`src/rtl/fdu_failover_pkg.sv`:
```
// Shared types for the FDU failover controller: FSM states, fault-count width, priority helper.
package fdu_failover_pkg;

    typedef enum logic [1:0] {
        ST_INIT   = 2'd0,
        ST_SCAN   = 2'd1,
        ST_ACTIVE = 2'd2
    } state_e;

    // Wide enough for MAX_FAULTS up to 15.
    localparam int FCNT_W = 4;

    function automatic logic [1:0] lowest_set(input logic [3:0] v);
        lowest_set = 2'd0;
        for (int i = 3; i >= 0; i--) begin
            if (v[i]) lowest_set = 2'(i);
        end
    endfunction

endpackage

```
`src/rtl/fdu_health_filter.sv`:
```
// Per-channel health debounce: trusted only after HOLDOFF consecutive high samples, dropped at once.
module fdu_health_filter #(
    parameter int HOLDOFF = 16
) (
    input  logic clk,
    input  logic reset,
    input  logic health_i,
    output logic deb_o
);

    localparam int CW = $clog2(HOLDOFF + 1);
    localparam logic [CW-1:0] HOLD_V = CW'(HOLDOFF);

    logic [CW-1:0] cnt_q, cnt_d;

    always_comb begin
        cnt_d = cnt_q;
        if (!health_i) begin
            cnt_d = '0;
        end else if (cnt_q != HOLD_V) begin
            cnt_d = cnt_q + 1'b1;
        end
    end

    always_ff @(posedge clk) begin
        if (reset) cnt_q <= '0;
        else       cnt_q <= cnt_d;
    end

    assign deb_o = (cnt_q == HOLD_V);

endmodule

```
`src/rtl/fdu_failover_ctrl.sv`:
```
// Failover controller: filters channel health, selects lowest-index eligible channel, locks out repeat offenders.
// Optional build macro FDU_FAILOVER_REVERT_EN: revert to a recovered higher-priority channel.
//
// state     | meaning
// ST_INIT   | controller disabled, outputs idle
// ST_SCAN   | looking for an eligible channel (all_failed when none)
// ST_ACTIVE | a channel is selected and driving the mux
module fdu_failover_ctrl #(
    parameter int NUM_CH     = 3,
    parameter int HOLDOFF    = 16,
    parameter int MAX_FAULTS = 3
) (
    input  logic              clk,
    input  logic              reset,
    input  logic [NUM_CH-1:0] health,
    input  logic              enable,
    input  logic              clear_lockout,
    output logic [1:0]        active_ch,
    output logic              active_valid,
    output logic              switch_pulse,
    output logic [NUM_CH-1:0] locked_out,
    output logic              all_failed
);
    import fdu_failover_pkg::*;

    localparam logic [FCNT_W-1:0] MAX_V = FCNT_W'(MAX_FAULTS);

    state_e            state_q, state_d;
    logic [1:0]        ch_q, ch_d;
    logic              switch_q, switch_d;
    logic [FCNT_W-1:0] fcnt_q [NUM_CH];
    logic [FCNT_W-1:0] fcnt_d [NUM_CH];

    logic [NUM_CH-1:0] deb, eligible;
    logic [3:0]        deb_pad, elig_pad;
    logic [1:0]        best;
    logic              any_elig, fault, revert;

    for (genvar g = 0; g < NUM_CH; g++) begin : g_ch
        fdu_health_filter #(.HOLDOFF(HOLDOFF)) u_filt (
            .clk      (clk),
            .reset    (reset),
            .health_i (health[g]),
            .deb_o    (deb[g])
        );
        assign locked_out[g] = (fcnt_q[g] == MAX_V);
    end

    assign eligible = deb & ~locked_out;
    assign deb_pad  = 4'(deb);
    assign elig_pad = 4'(eligible);
    assign any_elig = |eligible;
    assign best     = lowest_set(elig_pad);
    assign fault    = (state_q == ST_ACTIVE) && !deb_pad[ch_q];

`ifdef FDU_FAILOVER_REVERT_EN
    assign revert = any_elig && (best < ch_q);
`else
    assign revert = 1'b0;
`endif

    always_ff @(posedge clk) begin
        if (reset) begin
            state_q  <= ST_INIT;
            ch_q     <= 2'd0;
            switch_q <= 1'b0;
            for (int i = 0; i < NUM_CH; i++) fcnt_q[i] <= '0;
        end else begin
            state_q  <= state_d;
            ch_q     <= ch_d;
            switch_q <= switch_d;
            for (int i = 0; i < NUM_CH; i++) fcnt_q[i] <= fcnt_d[i];
        end
    end

    always_comb begin
        state_d  = state_q;
        ch_d     = ch_q;
        switch_d = 1'b0;
        case (state_q)
            ST_INIT: begin
                if (enable) state_d = ST_SCAN;
            end
            ST_SCAN: begin
                if (!enable) begin
                    state_d = ST_INIT;
                end else if (any_elig) begin
                    state_d  = ST_ACTIVE;
                    ch_d     = best;
                    switch_d = 1'b1;
                end
            end
            ST_ACTIVE: begin
                if (!enable)              state_d = ST_INIT;
                else if (fault || revert) state_d = ST_SCAN;
            end
            default: state_d = ST_INIT;
        endcase
    end

    // Clear applies before the fault increment, so a coincident fault leaves a count of one.
    always_comb begin
        for (int i = 0; i < NUM_CH; i++) begin
            logic [FCNT_W-1:0] base;
            base = clear_lockout ? '0 : fcnt_q[i];
            if (fault && (ch_q == 2'(i)) && (base != MAX_V)) base = base + 1'b1;
            fcnt_d[i] = base;
        end
    end

    always_comb begin
        active_valid = (state_q == ST_ACTIVE);
        active_ch    = active_valid ? ch_q : 2'd0;
        switch_pulse = switch_q;
        all_failed   = (state_q == ST_SCAN) && !any_elig;
    end

endmodule
```
`config.mk`:
```
export PLATFORM = sky130hd
export DESIGN_NAME = fdu_failover_ctrl
export DESIGN_NICKNAME = d
export VERILOG_FILES = /design/src/rtl/fdu_failover_pkg.sv /design/src/rtl/fdu_health_filter.sv /design/src/rtl/fdu_failover_ctrl.sv
export SDC_FILE = /design/constraint.sdc
export NUM_CORES = 1
export LEC_CHECK = 0
export CORE_ASPECT_RATIO = 1.4
export CORE_MARGIN = 1
export CORE_UTILIZATION = 45
export DETAILED_ROUTE_END_ITERATION = 10
export PLACE_DENSITY = 0.68
export SETUP_SLACK_MARGIN = 0.2
export SYNTH_ARGS = -nofsm -noshare
export SYNTH_HDL_FRONTEND = slang
export SYNTH_HIERARCHICAL = 1
export SYNTH_SLANG_ARGS = --single-unit
```
`constraint.sdc`:
```
create_clock -name clk -period 2.4 [get_ports clk]
set_input_delay 0.48 -clock clk [delete_from_list [all_inputs] [get_ports clk]]
set_output_delay 0.48 -clock clk [all_outputs]
set_load 0.02 [all_outputs]
```
==> flow_metrics.py, run 1 <==
metrics = {
    "outcome": {
        "status": "complete, no violations",
    },
    "cts": {
        "clockBufferDepth": 2,
        "cts-root-buf": "clkbuf_8",
        "cts_buffers": 5,
        "clk_pin_slew_worst_paths_ns": 0.06,
        "cts-htree-levels": 2,
        "insertion_delay_ns": 0.29,
        "cts_tree": "built",
        "cts.sink_count": 32,
    },
    "synth": {
        "async_flop_share": 0,
        "synth-seq-cells": 32,
        "synth-seq-area-share": 0.362,
        "synthFlopType": "dfxtp_1",
        "syn_inst": 183,
        "synth_edf_count": 0,
        "yosysWarnings": 6,
        "syn_area_um2": 1770,
        "yosys.cell_types.count": 46,
        "synth_nets": 199,
        "avgSynthCellArea_um2": 9.67,
    },
    "worst_setup_path": {
        "worst-path-buf-inv": 3,
        "critPathMaxFanout": 2,
        "worstPathRequired_ns": 1.92,
        "worst_setup_path_start_kind": "flip-flop",
        "cp_common_cell": "inv_1",
        "cp_cell_sequence": "inv_1 > ha_1 > and4bb_4 > inv_1 > a2bb2oi_2 > nand2_2 > nor3b_2 > buf_4",
        "end_kind": "primary output",
        "crit_path_top_delay_cell": "dfxtp_2",
        "cp_data_arrival_time_ns": 1.69,
        "slowest_delay_ns": 0.33,
        "rrSetupSlack_ns": 0.32,
        "critPathKind": "reg2out",
        "cp_top_family": "simple AND/OR/NAND/NOR gates",
    },
    "die": {
        "die_area_um2": 4190,
        "die_w_um": 55.0,
        "coreArea_um2": 3710,
        "die_h_um": 76.2,
        "row_count": 26,
        "start_util": 0.477,
        "top_level_ports": 15,
    },
    "grt": {
        "grt_pass1_vias": 1508,
        "antenna_found_initial": 0,
        "met1_usage": 0.248,
        "grt.met2_usage": 0.353,
        "grt-ovfl-total": 0,
        "grt_pass1_wl_mm": 6.57,
        "grtUsageMet3": 0.0579,
        "top_usage_layer": "met2",
        "grt_max_degree": 12,
        "grt_util_all_layers": 0.213,
    },
    "detailed_routing": {
        "drtIter0Drc": 26,
        "drc": 0,
        "viasPerCell": 5.39,
        "ant_nets": 0,
        "post_drt_wl_per_cell_um": 14.1,
        "first_pass_iters": 5,
        "vias": 1444,
        "wirelength_mm": 3.77,
    },
    "finish": {
        "final_cell_mix": "30 x dfxtp_1, 29 x nor2_1, 26 x buf_4",
        "finalNetCount": 241,
        "final_common_cell": "dfxtp_1",
        "instances_no_fill": 268,
        "drive_gt1_frac": 0.212,
        "syn_to_final_growth_pct": 26.4,
        "seq_area_um2": 643,
        "nFillCells": 350,
        "multi_input_area_um2": 1080,
        "diodes": 0,
    },
    "power": {
        "finalPower_w": 0.00103,
        "combPwrFrac": 0.066,
        "power-per-cell-area_nw_per_um2": 463,
        "netSwitchingPower_w": 0.000228,
        "internal-power_w": 0.000807,
        "clkPwrFrac": 0.409,
        "seqPwrFrac": 0.525,
        "p_leak_nw": 0.943,
        "p_sw_frac": 0.220,
        "ir_worst_vdd_mv": 0.539,
    },
    "sta": {
        "period_needed_ns": 2.17,
        "clock-skew-final_ns": 0.00574,
        "whs_ns": 0.508,
        "slew-limit-headroom": 0.741,
        "worstMarginPinSlew_ns": 0.388,
        "tns_ns": 0,
        "layout_setup_ws_ns": 0.232,
        "fin_crit_sh": 0.903,
        "max_freq_mhz": 461,
        "hold_viol_final": 0,
        "finalSetupViolations": 0,
        "rsz0062_at_grt": "true",
        "drv_slew": 0,
    },
    "placement": {
        "gp_congestion": 0.778,
        "dpl.cell_count": 255,
        "port_buffers": 14,
        "hpwl_mm": 2.91,
        "place_ws_ns": -0.0867,
    },
    "worst_hold_path": {
        "hp-class": "reg2reg",
    },
    "run": {
        "maxCapViolCount": 0,
    },
}
[worst reg2reg max path, stage by stage, from the launching register on]
cell       delay (ns)
dfxtp_1          0.35
inv_1            0.08
ha_1             0.21
and4bb_4         0.21
buf_4            0.17
or2_4            0.24
a2111oi_4        0.39
buf_4            0.18
xnor2_1          0.11
nor2_1           0.05
[sequential cells by signal (all words and copies together), names as in the netlist]
signal,count
g_ch.u_filt/cnt_q,15
fcnt_q,12
ch_q,2
state_q,2
switch_pulse,1
[worst paths after layout]
check | start | endpoint | cells past startpoint
max | g_ch[1].u_filt/cnt_q[0] | all_failed | 8
min | fcnt_q[0][3] | fcnt_q[0][3] | 2
max reg2reg | g_ch[0].u_filt/cnt_q[0] | fcnt_q[0][0] | 9
min reg2reg | fcnt_q[0][3] | fcnt_q[0][3] | 2
[power groups by stage]
| stage | Sequential [W] | Clock, W | Combinational, W |
|---|---|---|---|
| 2_1_floorplan | 0.000554 | 0 | 0.0000366 |
| 3_3_place_gp | 0.000554 | 0 | 0.0000647 |
| 3_5_place_dp | 0.000555 | 0 | 0.0000680 |
| 4_1_cts | 0.000543 | 0.000440 | 0.0000668 |
| 5_1_grt | 0.000543 | 0.000462 | 0.0000753 |
| 6_report | 0.000543 | 0.000423 | 0.0000679 |
[metal layers]
layer	part of all wire	routed length (um)
met5	0	0
met4	0.022	84
met3	0.031	116
met2	0.53	2010
met1	0.41	1560
[cell usage after synthesis, drive strengths merged, types with 2 or more instances]
cell     number  area, um^2
a31o          2        17.5
nand3        10        50.1
buf           3        23.8
and4bb        4        61.3
a2111oi       3        82.6
o31ai         2        15.0
xnor2        10        87.6
o21bai        3        33.8
o21ai         2        10.0
mux2i         7        70.1
nand2b        8        57.6
ha            9         113
nor4b         2        17.5
nor3b         2        15.0
nand4         2        12.5
xor2          7        61.3
inv          10        37.5
or2           5        33.8
nand2         3        11.3
nand4bb       2        22.5
nor2b         7        43.8
nor2         29         109
dfxtp        32         641
and2          3        18.8
[kinds of logic (layout without fill, tap and decap cells)]
group	Yosys count	after routing	synth area share
XOR/XNOR	17	17	0.0842
AND/OR/NAND/NOR	84	84	0.285
flip-flops	32	32	0.362
multiplexers	7	7	0.0396
buffers and inverters	14	57	0.0368
adder cells (fa/ha/maj)	9	9	0.0637
AO/OA/AOI/OAI	20	20	0.129
[final cells by class]
cell class | count | share of cell area
Clock buffer | 8 | 0.0403
Inverter | 10 | 0.0168
Multi-Input combinational cell | 137 | 0.482
Sequential cell | 32 | 0.288
Tap cell | 42 | 0.0235
Timing Repair Buffer | 39 | 0.150
[per-stage QoR]
step,utilization,instance area [um^2]
floorplan,-,1770
global placement,0.562,2080
global route,0.603,2240
CTS,0.590,2190
finish,0.603,2240
detailed placement,0.562,2080
[what timing repair did]
action                                  4_1_cts  5_1_grt
endpoints found under the hold margin         0        0
buffers inserted                              1        4
gates resized for setup                       9        6
hold buffers                                  0        0
endpoints found under the setup margin        3        7
pin swaps                                     1        1
Power figures use the tool's default switching activity.
==> run 2, diff against run 1 <==
--- a/config.mk
+++ b/config.mk
@@ -8,8 +8,11 @@
 export CORE_ASPECT_RATIO = 1.4
 export CORE_MARGIN = 1
 export CORE_UTILIZATION = 45
+export CTS_CLUSTER_SIZE = 30
 export DETAILED_ROUTE_END_ITERATION = 10
+export GPL_ROUTABILITY_DRIVEN = 0
 export PLACE_DENSITY = 0.68
+export RECOVER_POWER = 100
 export SETUP_SLACK_MARGIN = 0.2
 export SYNTH_ARGS = -nofsm -noshare
 export SYNTH_HDL_FRONTEND = slang
==> flow_metrics.py, run 2 (synthesized netlist as in run 1, its figures left out) <==
metrics = {
    "power": {
        "p_leak_nw": 0.869,
        "ir_worst_vdd_mv": 0.539,
        "power-per-cell-area_nw_per_um2": 475,
    },
    "finish": {
        "nFillCells": 364,
        "syn_to_final_growth_pct": 22.8,
        "diodes": 0,
        "multi_input_area_um2": 1060,
        "drive_gt1_frac": 0.186,
        "top_register": "g_ch.u_filt/cnt_q",
        "reg_top3": "g_ch.u_filt/cnt_q (15), fcnt_q (12)",
        "final_cell_mix": "30 x dfxtp_1, 29 x nor2_1, 21 x buf_4",
        "largest_reg_flops": 15,
        "finalNetCount": 241,
        "final_common_cell": "dfxtp_1",
        "seq_area_um2": 643,
    },
    "cts": {
        "ctsHoldBuffers": 0,
        "clk_pin_slew_worst_paths_ns": 0.06,
        "cts_tree": "built",
        "insertion_delay_ns": 0.29,
        "cts_buffers": 5,
        "cts-htree-levels": 2,
        "cts-root-buf": "clkbuf_8",
        "cts.sink_count": 32,
        "clockBufferDepth": 2,
    },
    "die": {
        "die_h_um": 76.2,
        "coreArea_um2": 3710,
        "die_w_um": 55.0,
        "row_count": 26,
        "start_util": 0.477,
        "die_area_um2": 4190,
        "top_level_ports": 15,
    },
    "worst_setup_path": {
        "worstPathRequired_ns": 2.56,
        "worst-path-stages": 7,
        "cp_cell_sequence": "dlygate4sd3_1 > buf_4 > nor2b_1 > ha_1 > a2111oi_1 > mux2i_1 > nor2_1",
        "worst_setup_path_start_kind": "input pin",
        "end_kind": "flip-flop",
        "rr_worst_depth": 9,
        "worst-path-buf-inv": 2,
        "critPathMaxFanout": 4,
        "critPathKind": "in2reg",
        "cp_data_arrival_time_ns": 2.41,
        "crit_path_top_delay_cell": "dlygate4sd3_1",
        "slowest_delay_ns": 0.60,
        "cp_top_family": "buffers and inverters",
    },
    "detailed_routing": {
        "post_drt_wl_per_cell_um": 14.1,
        "viasPerCell": 5.42,
        "vias": 1453,
        "ant_nets": 0,
        "first_pass_iters": 4,
        "drtIter0Drc": 23,
        "drc": 0,
        "wirelength_mm": 3.79,
    },
    "run": {
        "maxCapViolCount": 0,
    },
    "worst_hold_path": {
        "hold_depth": 2,
        "hp-class": "reg2reg",
    },
    "sta": {
        "period_needed_ns": 2.25,
        "rsz0062_at_grt": "true",
        "clock-skew-final_ns": 0.00549,
        "finalSetupViolations": 0,
        "hold_viol_final": 0,
        "max_freq_mhz": 445,
        "fin_crit_sh": 0.936,
        "drv_slew": 0,
        "worstMarginPinSlew_ns": 0.650,
        "tns_ns": 0,
        "whs_ns": 0.507,
        "slew-limit-headroom": 0.565,
    },
    "grt": {
        "grt_util_all_layers": 0.213,
        "grt_pass1_vias": 1508,
        "antenna_found_initial": 0,
        "grt-ovfl-total": 0,
        "grt_pass1_wl_mm": 6.57,
        "grt_max_degree": 12,
    },
    "placement": {
        "hpwl_mm": 2.91,
        "port_buffers": 14,
    },
    "outcome": {
        "status": "complete, no violations",
    },
}
-- run 2: changes by cell type in the layout (fill, tap and decap cells not counted), sizes merged --
cell	before	now
dlygate4sd3	0	5
dlymetal6s2s	4	1
clkdlybuf4s50	9	4
buf	26	21
clkbuf	8	16
-- run 2: worst reg2reg max path, delay by kind of cell, from the launching register on --
family	cells	cell delay [ns]
buf+inv	3	0.49
xor+xnor	1	0.11
compound gates	1	0.39
simple gates	3	0.55
flops	1	0.35
fa+ha+maj	1	0.21
-- run 2: path summary, 6_finish.rpt --
| kind | start | to | slack, ns |
|---|---|---|---|
| setup / recovery | clear_lockout | fcnt_q[0][5] | 0.15 |
| hold / removal | fcnt_q[0][3] | fcnt_q[0][3] | 0.51 |
| setup reg to reg | g_ch[0].u_filt/cnt_q[0] | fcnt_q[0][0] | 0.18 |
| hold reg to reg | fcnt_q[0][3] | fcnt_q[0][3] | 0.51 |
-- run 2: repair_timing --
action / 4_1_cts / 5_1_grt
resized for setup: 9 / 6
pin swaps: 1 / 1
setup buffers: 1 / 4
endpoints found under the setup margin: 3 / 7
-- run 2: final cells by class --
cell class | count | share of cell area
clock buffers | 8 | 0.0415
inverters | 10 | 0.0173
multi-input cells | 137 | 0.488
flip-flops and latches | 32 | 0.296
well taps | 42 | 0.0242
repair buffers | 39 | 0.134
-- run 2: report_power, final --
part           switching (W)  internal [W]  leakage [nW]
Clock               0.000190      0.000233        0.0455
Sequential        0.00000561      0.000538         0.260
Combinational      0.0000321     0.0000332         0.563
Total               0.000227      0.000805         0.869
-- run 2: metal layers --
metal	wire (um)	vias to the layer above	track usage	part of all wire
met5	0	-	0	0
met4	80	0	0.0825	0.021
met3	127	9	0.0579	0.034
met2	2000	25	0.353	0.53
met1	1580	702	0.248	0.42
li1	-	717	-	-
-- run 2: metrics by stage --
step | instances | cell area, um^2 | worst slack, ns | util | power [W]
3_5_place_dp | 255 | 2080 | -0.0867 | 0.562 | 0.000623
3_3_place_gp | 255 | 2080 | -0.0191 | 0.562 | 0.000619
4_1_cts | 264 | 2190 | 0.184 | 0.590 | 0.00105
5_1_grt | 268 | 2170 | 0.0735 | 0.586 | 0.00108
6_report | 268 | 2170 | 0.153 | 0.586 | 0.00103
2_1_floorplan | 183 | 1770 | 0.222 | - | 0.000591
==> run 3, diff against run 2 <==
--- a/config.mk
+++ b/config.mk
@@ -5,13 +5,14 @@
 export SDC_FILE = /design/constraint.sdc
 export NUM_CORES = 1
 export LEC_CHECK = 0
+export ABC_AREA = 1
 export CORE_ASPECT_RATIO = 1.4
 export CORE_MARGIN = 1
 export CORE_UTILIZATION = 45
 export CTS_CLUSTER_SIZE = 30
 export DETAILED_ROUTE_END_ITERATION = 10
 export GPL_ROUTABILITY_DRIVEN = 0
-export PLACE_DENSITY = 0.68
+export PLACE_DENSITY = 0.67
 export RECOVER_POWER = 100
 export SETUP_SLACK_MARGIN = 0.2
 export SYNTH_ARGS = -nofsm -noshare
==> flow_metrics.py, run 3 <==
metrics = {
    "detailed_routing": {
        "routedLengthMet1_mm": 1.53,
        "first_pass_iters": 7,
        "wl_met3_um": 123,
        "post_drt_wl_per_cell_um": 9.98,
        "drc": 2,
        "drtIter0Drc": 52,
        "ant_nets": 0,
        "viasPerCell": 4.79,
        "vias": 1682,
        "met2_length_mm": 1.77,
        "routed.top_layer": "met4",
        "wirelength_mm": 3.50,
    },
    "grt": {
        "grt_pass1_wl_mm": 6.02,
        "antenna_found_initial": 0,
        "grt_util_all_layers": 0.173,
        "grt_pass1_vias": 1535,
        "grt-ovfl-total": 0,
        "grt_max_degree": 11,
    },
    "worst_hold_path": {
        "hp-class": "reg2reg",
    },
    "synth": {
        "synth-seq-area-share": 0.337,
        "avgSynthCellArea_um2": 6.84,
        "synthFlopType": "dfxtp_1",
        "synth_edf_count": 0,
        "synth_common_cells": "52 x nand2_1, 51 x inv_1, 42 x nor2_1",
        "async_flop_share": 0,
        "synthTopCellsByArea": "dfxtp_1 34%, nand2_1 10%, inv_1 10%",
        "yosysWarnings": 6,
        "synth_nets": 294,
        "synth-seq-cells": 32,
        "yosys.cell_types.count": 24,
        "netlist.area_leader.share": 0.337,
        "syn_inst": 278,
        "yosys.area.top_type": "dfxtp_1",
        "synth_most_common_cell": "nand2_1",
        "syn_area_um2": 1900,
    },
    "finish": {
        "finalNetCount": 323,
        "final_cell_mix": "50 x nand2_1, 50 x inv_1, 44 x nor2_1",
        "instances_no_fill": 351,
        "largest_reg_flops": 15,
        "drive_gt1_frac": 0.146,
        "nFillCells": 387,
        "top_register": "g_ch.u_filt/cnt_q",
        "multi_input_area_um2": 1030,
        "syn_to_final_growth_pct": 19.4,
        "seq_area_um2": 646,
        "reg_top3": "g_ch.u_filt/cnt_q (15), fcnt_q (12)",
        "fin_util": 0.569,
        "diodes": 0,
    },
    "cts": {
        "insertion_delay_ns": 0.29,
        "clk_pin_slew_worst_paths_ns": 0.07,
        "clockBufferDepth": 2,
        "cts_buffers": 5,
        "cts-root-buf": "clkbuf_8",
        "cts_tree": "built",
        "cts-htree-levels": 2,
        "cts.sink_count": 32,
    },
    "worst_setup_path": {
        "worstPathRequired_ns": 1.92,
        "cp_data_arrival_time_ns": 1.63,
        "worst_setup_path_start_kind": "flip-flop",
        "end_kind": "primary output",
        "critPathKind": "reg2out",
        "critPathMaxFanout": 3,
    },
    "sta": {
        "fin_crit_sh": 0.879,
        "tns_ns": 0,
        "hold_viol_final": 0,
        "slew-limit-headroom": 0.711,
        "rsz0062_at_grt": "false",
        "finalSetupViolations": 0,
        "clock-skew-final_ns": 0.00378,
        "whs_ns": 0.480,
        "period_needed_ns": 2.11,
        "max_freq_mhz": 474,
        "worstMarginPinSlew_ns": 0.434,
        "drv_slew": 0,
    },
    "power": {
        "finalPower_w": 0.00118,
        "ir_worst_vdd_mv": 0.307,
        "p_leak_nw": 1.04,
        "power-per-cell-area_nw_per_um2": 522,
    },
    "placement": {
        "port_buffers": 14,
        "hpwl_mm": 2.64,
        "dpl.cell_count": 342,
    },
    "die": {
        "start_util": 0.477,
        "top_level_ports": 15,
        "row_count": 27,
        "die_h_um": 78.9,
        "coreArea_um2": 3990,
        "die_area_um2": 4490,
        "die_w_um": 56.9,
    },
    "run": {
        "maxCapViolCount": 0,
    },
    "outcome": {
        "status": "complete, but fails checks",
        "violations": "DRC",
    },
}
[run 3: timing repair]
action                     CTS  global route
pin swaps                    0             1
hold buffers                 0             0
setup buffers                0             1
setup endpoints to repair    1             1
gates resized for setup      4            12
[run 3: cell families (layout without fill, tap and decap cells)]
logic type | Yosys count | count (layout) | synth area share
simple gates | 149 | 149 | 0.387
buf+inv | 56 | 86 | 0.115
flops | 32 | 32 | 0.337
compound gates | 25 | 25 | 0.0698
fa+ha+maj | 9 | 9 | 0.0593
xor+xnor | 7 | 7 | 0.0323
[run 3: cell type report]
class	instances	share of cell area
Inverter	54	0.0893
Clock inverter	1	0.0132
Multi-Input combinational cell	190	0.455
Tap cell	43	0.0237
Clock buffer	7	0.0424
Timing Repair Buffer	24	0.0921
Sequential cell	32	0.284
[run 3: layer usage]
metal	track usage	up-vias
met4	0.0805	0
met3	0.0472	6
li1	-	930
met5	0	-
met1	0.182	725
met2	0.313	21
[run 3: metrics by stage]
| stage | setup WS, ns | instance area [um^2] |
|---|---|---|
| after detailed placement | 0.0806 | 2150 |
| after global placement | 0.103 | 2150 |
| after global routing | 0.155 | 2270 |
| after floorplan | 0.552 | 1900 |
| final | 0.289 | 2270 |
| after CTS | 0.208 | 2270 |
[run 3: final timing paths]
kind                      startpoint                      end  slack (ns)  cells past startpoint
max                       state_q[0]             active_ch[1]        0.29                      4
min          g_ch[2].u_filt/cnt_q[4]  g_ch[2].u_filt/cnt_q[4]        0.48                      2
max reg2reg  g_ch[2].u_filt/cnt_q[0]             fcnt_q[0][9]        0.64                     14
min reg2reg  g_ch[2].u_filt/cnt_q[4]  g_ch[2].u_filt/cnt_q[4]        0.48                      2
[run 3: where the power goes]
| part | internal [W] | total, W | switching (W) |
|---|---|---|---|
| Combinational | 0.0000313 | 0.0000711 | 0.0000398 |
| Clock | 0.000366 | 0.000570 | 0.000204 |
| Sequential | 0.000538 | 0.000543 | 0.00000514 |
[run 3: critical path, stage by stage (launching register included)]
cell           delay, ns
dfxtp_1             0.34
nor2_4              0.13
inv_1               0.08
nor2_1              0.11
dlygate4sd3_1       0.69
